===== config.mk =====
export PLATFORM = sky130hd
export DESIGN_NAME = xor_mem_arbiter_flat
export DESIGN_NICKNAME = d
export VERILOG_FILES = /design/src/rtl/xor_mem_arbiter_pkg.sv /design/src/rtl/xor_mem_arbiter_if.sv /design/src/rtl/xor_mem_arbiter_rr_dual_grant.sv /design/src/rtl/xor_mem_arbiter.sv /design/src/flat_wrapper.sv
export SDC_FILE = /design/constraint.sdc
export NUM_CORES = 1
export LEC_CHECK = 0
export BUFFER_PORTS_ARGS = -buffer_cell sky130_fd_sc_hd__buf_2
export CAP_MARGIN = 20
export CORE_MARGIN = 10
export CORE_UTILIZATION = 45
export DETAILED_ROUTE_END_ITERATION = 16
export GPL_ROUTABILITY_DRIVEN = 1
export PLACE_DENSITY_LB_ADDON = 0.12
export SETUP_SLACK_MARGIN = 0.5
export SLEW_MARGIN = 20
export SYNTH_ARGS = -nofsm -noshare
export SYNTH_HDL_FRONTEND = slang
export SYNTH_HIERARCHICAL = 1
export SYNTH_SLANG_ARGS = --single-unit

===== constraint.sdc =====
create_clock -name clk -period 5.2 [get_ports clk]
set_input_delay 0.52 -clock clk [delete_from_list [all_inputs] [get_ports clk]]
set_output_delay 0.52 -clock clk [all_outputs]
set_load 0.1 [all_outputs]

===== src/rtl/xor_mem_arbiter_pkg.sv =====
// rtl/xor_mem_arbiter_pkg.sv - shared types, defaults and helpers for the memory arbiter
package xor_mem_arbiter_pkg;

    typedef enum logic {
        ST_INIT = 1'b0,
        ST_RUN  = 1'b1
    } state_t;

    localparam int DEF_NCLIENT = 4;
    localparam int DEF_AW      = 10;
    localparam int DEF_DW      = 8;
    localparam int DEF_RD_LAT  = 1;

    // Index one past idx, wrapping at n; used for the round-robin pointer.
    function automatic int wrap_inc(input int idx, input int n);
        return (idx + 1) % n;
    endfunction

endpackage


===== src/rtl/xor_mem_arbiter_if.sv =====
// rtl/xor_mem_arbiter_if.sv - client request/response bus for the memory arbiter
interface xor_mem_arbiter_if
    import xor_mem_arbiter_pkg::*;
#(
    parameter int NCLIENT = DEF_NCLIENT,
    parameter int AW      = DEF_AW,
    parameter int DW      = DEF_DW
);
    logic [NCLIENT-1:0]    req_valid;
    logic [NCLIENT-1:0]    req_we;
    logic [NCLIENT*AW-1:0] req_addr;
    logic [NCLIENT*DW-1:0] req_wdata;
    logic [NCLIENT-1:0]    req_ready;
    logic [NCLIENT-1:0]    resp_valid;
    logic [NCLIENT*DW-1:0] resp_rdata;

    modport master (
        output req_valid, req_we, req_addr, req_wdata,
        input  req_ready, resp_valid, resp_rdata
    );

    modport slave (
        input  req_valid, req_we, req_addr, req_wdata,
        output req_ready, resp_valid, resp_rdata
    );
endinterface


===== src/rtl/xor_mem_arbiter_rr_dual_grant.sv =====
// rtl/xor_mem_arbiter_rr_dual_grant.sv - round-robin arbiter issuing up to two one-hot grants
module rr_dual_grant
    import xor_mem_arbiter_pkg::*;
#(
    parameter int N  = DEF_NCLIENT,
    parameter int PW = 2
) (
    input  logic [N-1:0]  i_req,
    input  logic [PW-1:0] i_ptr,
    output logic [N-1:0]  o_grant1,
    output logic [N-1:0]  o_grant2,
    output logic [PW-1:0] o_next_ptr
);
    logic [PW-1:0] w_idx;
    logic          w_found1;
    logic          w_found2;

    // Scan from the pointer; first requester takes port 1, second takes port 2.
    always_comb begin
        o_grant1   = '0;
        o_grant2   = '0;
        o_next_ptr = i_ptr;
        w_idx      = '0;
        w_found1   = 1'b0;
        w_found2   = 1'b0;
        for (int i = 0; i < N; i++) begin
            w_idx = PW'((int'(i_ptr) + i) % N);
            if (i_req[w_idx] && !w_found2) begin
                if (!w_found1) begin
                    o_grant1[w_idx] = 1'b1;
                    w_found1        = 1'b1;
                end else begin
                    o_grant2[w_idx] = 1'b1;
                    w_found2        = 1'b1;
                end
                o_next_ptr = PW'(wrap_inc(int'(w_idx), N));
            end
        end
    end

endmodule


===== src/rtl/xor_mem_arbiter.sv =====
// rtl/xor_mem_arbiter.sv - clears a 2-write/4-read memory, then arbitrates client reads and writes
module xor_mem_arbiter
    import xor_mem_arbiter_pkg::*;
#(
    parameter int NCLIENT = DEF_NCLIENT,
    parameter int AW      = DEF_AW,
    parameter int DW      = DEF_DW,
    parameter int RD_LAT  = DEF_RD_LAT
) (
    input  logic                  clk,
    input  logic                  rst_n,
    input  logic                  clear_start,
    xor_mem_arbiter_if.slave      bus,
    output logic                  init_done,
    output logic [3:0]            mem_enW,
    output logic [AW-1:0]         mem_wa1,
    output logic [AW-1:0]         mem_wa2,
    output logic [DW-1:0]         mem_w1,
    output logic [DW-1:0]         mem_w2,
    output logic [AW-1:0]         mem_ra1,
    output logic [AW-1:0]         mem_ra2,
    output logic [AW-1:0]         mem_ra3,
    output logic [AW-1:0]         mem_ra4,
    input  logic [DW-1:0]         mem_r1,
    input  logic [DW-1:0]         mem_r2,
    input  logic [DW-1:0]         mem_r3,
    input  logic [DW-1:0]         mem_r4
);
    localparam int PW = (NCLIENT > 1) ? $clog2(NCLIENT) : 1;

    state_t             r_state;
    logic [AW-2:0]      r_sweep;
    logic [PW-1:0]      r_rr_ptr;
    logic               r_init_done;
    logic [RD_LAT-1:0]  r_rd_pipe [NCLIENT];

    logic               w_run_ok;
    logic               w_sweep;
    logic [NCLIENT-1:0] w_wreq;
    logic [NCLIENT-1:0] w_g1;
    logic [NCLIENT-1:0] w_g2_raw;
    logic [NCLIENT-1:0] w_g2;
    logic [PW-1:0]      w_ptr_raw;
    logic [PW-1:0]      w_ptr_next;
    logic [PW-1:0]      w_g1_idx;
    logic [AW-1:0]      w_wa1;
    logic [AW-1:0]      w_wa2;
    logic [DW-1:0]      w_wd1;
    logic [DW-1:0]      w_wd2;
    logic               w_same;
    logic [NCLIENT-1:0] w_rd_haz;
    logic [NCLIENT-1:0] w_ready;
    logic [NCLIENT-1:0] w_rd_acc;
    logic [NCLIENT-1:0] w_resp_valid;
    logic [AW-1:0]      w_ra [4];
    logic [DW-1:0]      w_mr [4];

    // Requests are only served in RUN, and never in the cycle a clear is requested.
    assign w_run_ok = (r_state == ST_RUN) && !clear_start;
    // Gate the sweep with reset so the memory sees no writes while reset is held.
    assign w_sweep  = (r_state == ST_INIT) && rst_n;
    assign w_wreq   = w_run_ok ? (bus.req_valid & bus.req_we) : '0;

    rr_dual_grant #(
        .N  (NCLIENT),
        .PW (PW)
    ) u_grant (
        .i_req      (w_wreq),
        .i_ptr      (r_rr_ptr),
        .o_grant1   (w_g1),
        .o_grant2   (w_g2_raw),
        .o_next_ptr (w_ptr_raw)
    );

    // Select the address/data of each granted client.
    always_comb begin
        w_wa1    = '0;
        w_wa2    = '0;
        w_wd1    = '0;
        w_wd2    = '0;
        w_g1_idx = '0;
        for (int i = 0; i < NCLIENT; i++) begin
            if (w_g1[i]) begin
                w_wa1    = bus.req_addr[i*AW +: AW];
                w_wd1    = bus.req_wdata[i*DW +: DW];
                w_g1_idx = PW'(i);
            end
            if (w_g2_raw[i]) begin
                w_wa2 = bus.req_addr[i*AW +: AW];
                w_wd2 = bus.req_wdata[i*DW +: DW];
            end
        end
    end

    // A second write to the first write's address waits; the pointer then stops after port 1.
    assign w_same     = (|w_g1) && (|w_g2_raw) && (w_wa1 == w_wa2);
    assign w_g2       = w_same ? '0 : w_g2_raw;
    assign w_ptr_next = w_same ? PW'(wrap_inc(int'(w_g1_idx), NCLIENT)) : w_ptr_raw;

    // Writers are ready only when granted; readers unless their address is written this cycle.
    always_comb begin
        w_rd_haz = '0;
        w_ready  = '0;
        w_rd_acc = '0;
        for (int i = 0; i < NCLIENT; i++) begin
            w_rd_haz[i] = ((|w_g1) && (bus.req_addr[i*AW +: AW] == w_wa1)) ||
                          ((|w_g2) && (bus.req_addr[i*AW +: AW] == w_wa2));
            w_ready[i]  = w_run_ok && (bus.req_we[i] ? (w_g1[i] | w_g2[i]) : !w_rd_haz[i]);
            w_rd_acc[i] = bus.req_valid[i] && !bus.req_we[i] && w_ready[i];
        end
    end

    assign bus.req_ready = w_ready;

    // Drive the two write ports from either the clear sweep or the granted clients.
    always_comb begin
        mem_enW = 4'b0000;
        mem_wa1 = '0;
        mem_wa2 = '0;
        mem_w1  = '0;
        mem_w2  = '0;
        if (w_sweep) begin
            mem_enW = 4'b0011;
            mem_wa1 = {r_sweep, 1'b0};
            mem_wa2 = {r_sweep, 1'b1};
        end else begin
            if (|w_g1) begin
                mem_enW[0] = 1'b1;
                mem_wa1    = w_wa1;
                mem_w1     = w_wd1;
            end
            if (|w_g2) begin
                mem_enW[1] = 1'b1;
                mem_wa2    = w_wa2;
                mem_w2     = w_wd2;
            end
        end
    end

    // Read ports follow the client addresses directly; unused ports stay at 0.
    for (genvar k = 0; k < 4; k++) begin : g_rport
        if (k < NCLIENT) begin : g_used
            assign w_ra[k] = bus.req_addr[k*AW +: AW];
        end else begin : g_unused
            assign w_ra[k] = '0;
        end
    end

    assign mem_ra1 = w_ra[0];
    assign mem_ra2 = w_ra[1];
    assign mem_ra3 = w_ra[2];
    assign mem_ra4 = w_ra[3];
    assign w_mr[0] = mem_r1;
    assign w_mr[1] = mem_r2;
    assign w_mr[2] = mem_r3;
    assign w_mr[3] = mem_r4;

    // Sweep/run state machine, round-robin pointer and the registered init_done flag.
    always_ff @(posedge clk or negedge rst_n) begin
        if (!rst_n) begin
            r_state     <= ST_INIT;
            r_sweep     <= '0;
            r_rr_ptr    <= '0;
            r_init_done <= 1'b0;
        end else begin
            r_rr_ptr <= w_ptr_next;
            case (r_state)
                ST_INIT: begin
                    if (clear_start) begin
                        r_sweep <= '0;
                    end else if (&r_sweep) begin
                        r_sweep     <= '0;
                        r_state     <= ST_RUN;
                        r_init_done <= 1'b1;
                    end else begin
                        r_sweep <= r_sweep + 1'b1;
                    end
                end
                ST_RUN: begin
                    if (clear_start) begin
                        r_sweep     <= '0;
                        r_state     <= ST_INIT;
                        r_init_done <= 1'b0;
                    end
                end
                default: begin
                    r_state <= ST_INIT;
                end
            endcase
        end
    end

    assign init_done = r_init_done;

    // Per-client valid pipeline matching the memory read latency; a clear does not flush it.
    always_ff @(posedge clk or negedge rst_n) begin
        if (!rst_n) begin
            for (int i = 0; i < NCLIENT; i++) begin
                r_rd_pipe[i] <= '0;
            end
        end else begin
            for (int i = 0; i < NCLIENT; i++) begin
                r_rd_pipe[i][0] <= w_rd_acc[i];
                for (int j = 1; j < RD_LAT; j++) begin
                    r_rd_pipe[i][j] <= r_rd_pipe[i][j-1];
                end
            end
        end
    end

    for (genvar i = 0; i < NCLIENT; i++) begin : g_resp
        assign w_resp_valid[i]                = r_rd_pipe[i][RD_LAT-1];
        assign bus.resp_rdata[i*DW +: DW]     = w_resp_valid[i] ? w_mr[i] : '0;
    end

    assign bus.resp_valid = w_resp_valid;

endmodule


===== src/flat_wrapper.sv =====
// flat-port wrapper written by rule: the top's interface ports become plain ports
module xor_mem_arbiter_flat import xor_mem_arbiter_pkg::*;
#(
    parameter int NCLIENT = DEF_NCLIENT,
    parameter int AW      = DEF_AW,
    parameter int DW      = DEF_DW,
    parameter int RD_LAT  = DEF_RD_LAT
)
  (clk, rst_n, clear_start, init_done, mem_enW, mem_wa1, mem_wa2, mem_w1, mem_w2, mem_ra1, mem_ra2, mem_ra3, mem_ra4, mem_r1, mem_r2, mem_r3, mem_r4, bus_req_valid, bus_req_we, bus_req_addr, bus_req_wdata, bus_req_ready, bus_resp_valid, bus_resp_rdata);
  xor_mem_arbiter_if #(.NCLIENT(NCLIENT), .AW(AW), .DW(DW)) bus_i ();
  input  logic clk;
  input  logic rst_n;
  input  logic clear_start;
  output logic init_done;
  output logic [3:0] mem_enW;
  output logic [AW-1:0] mem_wa1;
  output logic [AW-1:0] mem_wa2;
  output logic [DW-1:0] mem_w1;
  output logic [DW-1:0] mem_w2;
  output logic [AW-1:0] mem_ra1;
  output logic [AW-1:0] mem_ra2;
  output logic [AW-1:0] mem_ra3;
  output logic [AW-1:0] mem_ra4;
  input  logic [DW-1:0] mem_r1;
  input  logic [DW-1:0] mem_r2;
  input  logic [DW-1:0] mem_r3;
  input  logic [DW-1:0] mem_r4;
  input wire logic [$bits(bus_i.req_valid)-1:0] bus_req_valid;
  input wire logic [$bits(bus_i.req_we)-1:0] bus_req_we;
  input wire logic [$bits(bus_i.req_addr)-1:0] bus_req_addr;
  input wire logic [$bits(bus_i.req_wdata)-1:0] bus_req_wdata;
  output wire logic [$bits(bus_i.req_ready)-1:0] bus_req_ready;
  output wire logic [$bits(bus_i.resp_valid)-1:0] bus_resp_valid;
  output wire logic [$bits(bus_i.resp_rdata)-1:0] bus_resp_rdata;
  assign bus_i.req_valid = bus_req_valid;
  assign bus_i.req_we = bus_req_we;
  assign bus_i.req_addr = bus_req_addr;
  assign bus_i.req_wdata = bus_req_wdata;
  assign bus_req_ready = bus_i.req_ready;
  assign bus_resp_valid = bus_i.resp_valid;
  assign bus_resp_rdata = bus_i.resp_rdata;
  xor_mem_arbiter #(.NCLIENT(NCLIENT), .AW(AW), .DW(DW), .RD_LAT(RD_LAT)) u_core (.clk(clk), .rst_n(rst_n), .clear_start(clear_start), .bus(bus_i), .init_done(init_done), .mem_enW(mem_enW), .mem_wa1(mem_wa1), .mem_wa2(mem_wa2), .mem_w1(mem_w1), .mem_w2(mem_w2), .mem_ra1(mem_ra1), .mem_ra2(mem_ra2), .mem_ra3(mem_ra3), .mem_ra4(mem_ra4), .mem_r1(mem_r1), .mem_r2(mem_r2), .mem_r3(mem_r3), .mem_r4(mem_r4));
endmodule

==> out/qor.yml <==
fin_setup_tns_ns: -1.425
drtIter0Drc: 911
grt_max_degree: 21
use_met3: 0.05923
synth_cell_type_count: 86
grt_use_met1: 0.3795
fin_nets: 1238
drc: 0
synth_edf_count: 0
min_period_ns: 5.420
fp.dieH_um: 130.6
fmax_ghz: 0.1845
synth_most_common_cell: "nor2_1"
grt_usage: 0.3058
cp_max_fo: 13
p_leak_nw: 4.175
yosysTopAreaCellShare: 0.07733
io_pins: 236
clk_pin_slew_worst_paths_ns: 0.05
syn2layout_area_growth_pct: 67.30
hp-class: "in2async"
reg2reg_to: "u_core/bus.resp_valid[2]"
rsz0062_at_grt: "true"
num_rows: 40
setup_ws_ns: -0.2195
grt_pass1_vias: 7413
grt_pass1_wl_mm: 41.38
htree_levels: 1
final_max_slew_viol_count: 0
drive_gt1_frac: 0.5108
violations: "negative setup slack"
ff2ff_path_depth: 25
clk_latency_ns: 0.25
yosysWarnings: 6
grt_util_met2: 0.5123
wirelength_mm: 28.75
diodes: 0
rrSetupSlack_ns: -0.11
portBuffers: 233
p_per_area_nw_per_um2: 114.9
end_kind: "output port"
instances_no_fill: 1261
cts_root_buffer: "clkbuf_16"
cts_num_sinks: 17
vias_per_cell: 6.126
antenna_found_initial: 0
async_flop_share: 1.000
setup_violations: 23
start_util: 0.4580
cts_tree: "yes"
place_congestion: 1.018
worst_slew_pin_slew_ns: 0.5030
fin_skew_ns: 0.003873
synth_common_cells: "nor2_1, a21oi_1, nand2_1"
ys_seq_area_frac: 0.07733
synth_area_leaders: "dfrtp_1, xnor2_1, buf_4, nor2_1, a21oi_1"
cap_viol_max_count: 0
netlist_instances: 795
cts_hold_buf: 0
synth_seq_cells: 17
dp_hpwl_mm: 22.10
status: "finished, violations left"
cts_buffers: 3
synthFlopType: "dfrtp_1"
gr-total-overflow: 0
post-route-period-util: 1.042
wl_per_cell_um: 22.80
vias: 7725
hold_viol: 0
ir_worst_vdd_mv: 0.1161
grt_most_used_layer: "met2"
die_x_um: 130.6
r2r-start: "u_core/r_state"
cp-start-kind: "flip-flop"
crit_type: "reg2out"
drt_pass1_iterations: 6
cts_max_path_buffers: 2
postRouteAntennaNets: 0
yosysTopAreaCell: "dfrtp_1"
die_area_um2: 17050
worstPathRequired_ns: 4.68
core_um2: 12010
arrival_ns: 4.90
max_slew_margin: 0.6634
syn_avg_cell_area_um2: 6.920
synth_area_um2: 5502
place_inst: 1202
kinds of logic after synthesis:
| kind of cell | synth area share |
|---|---|
| compound gates | 0.3079 |
| xor+xnor | 0.1178 |
| fa+ha+maj | 0.01819 |
| buf+inv | 0.1410 |
| flops | 0.07733 |
| mux | 0.04139 |
| other cells | 0.0006816 |
| simple gates | 0.2957 |
report_power, final:
part	internal, W	switching, W
logic	0.000249	0.000507
clock network	0.000104	0.0000481
registers	0.000144	0.00000656
cell usage in the layout, fill, tap and decap left out, types with 17 or more instances in the layout:
| cell | Yosys | layout |
|---|---|---|
| nor2b_1 | 21 | 17 |
| dfrtp_1 | 17 | 17 |
| buf_2 | 11 | 199 |
| nor2_1 | 89 | 65 |
| buf_4 | 48 | 167 |
| a21oi_1 | 65 | 61 |
| buf_12 | 0 | 37 |
| xnor2_1 | 47 | 44 |
| nor2_4 | 0 | 19 |
| inv_1 | 27 | 25 |
| buf_6 | 7 | 17 |
| and2_1 | 33 | 33 |
| nand2_1 | 65 | 63 |
| o21ai_0 | 31 | 22 |
| xor2_1 | 27 | 24 |
how the worst max path moves through the flow:
stage | start | to | slack (ns)
3_3_place_gp | clear_start | bus_req_ready[2] | -0.07
3_5_place_dp | clear_start | bus_req_ready[2] | -0.18
5_1_grt | u_core/r_state | bus_req_ready[2] | -0.26
4_1_cts | u_core/r_state | bus_req_ready[2] | 0.01
6_report | u_core/r_state | bus_req_ready[2] | -0.22
2_1_floorplan | u_core/r_state | bus_req_ready[0] | 0.11
metal layers:
layer	share of wire	vias up
met5	0	-
met4	0.046	0
met3	0.12	129
met2	0.46	567
met1	0.37	3560
li1	-	3469
critical path, cell delays in order (launching register included):
cell     delay (ns)
dfrtp_1        0.39
nor2b_4        0.14
buf_6          0.12
and3_4         0.16
mux4_2         0.51
and2b_2        0.26
a22oi_2        0.17
nor2_2         0.07
a221o_2        0.39
buf_4          0.17
buf_6          0.15
nor2b_4        0.15
o41ai_4        0.41
buf_4          0.19
xor2_1         0.06
nor4_1         0.30
nand4_1        0.23
o41ai_4        0.35
a41oi_2        0.09
nor2b_4        0.18
buf_12         0.17
flip-flops by register name (all words and copies together), names as in the netlist:
signal,count
u_core/r_rr_ptr,2
u_core/r_sweep,9
u_core/init_done,1
u_core/bus.resp_valid,4
u_core/r_state,1
layout make-up:
type	instances	area (um2)
multi-input cells	641	5192
repair buffers	423	3212
fillers	902	2808
flip-flops and latches	17	425.4
well taps	147	183.9
inverters	29	111.4
clock buffers	4	78.83
per-stage QoR:
| stage | setup slack (ns) | area (um2) | total power (W) | hold slack [ns] | utilization |
|---|---|---|---|---|---|
| floorplan | 0.1100 | 6080 | 0.0006651 | 0.2244 | - |
| finish | -0.2195 | 9204 | 0.001057 | 0.1884 | 0.7663 |
| detailed placement | -0.1781 | 8269 | 0.0008596 | 0.4660 | 0.6884 |
| CTS | 0.01228 | 8800 | 0.001030 | 0.2088 | 0.7326 |
| global route | -0.2591 | 9204 | 0.001109 | 0.2189 | 0.7663 |
| global placement | -0.06924 | 8269 | 0.0008525 | 0.4635 | 0.6884 |
what timing repair did:
action,4_1_cts,5_1_grt
hold endpoints to repair,0,0
gates resized for setup,39,47
pin swaps,14,24
buffers inserted,29,22
cloned,3,1
endpoints found under the setup margin,29,33
Note: power is estimated with default switching activity, not from simulation.
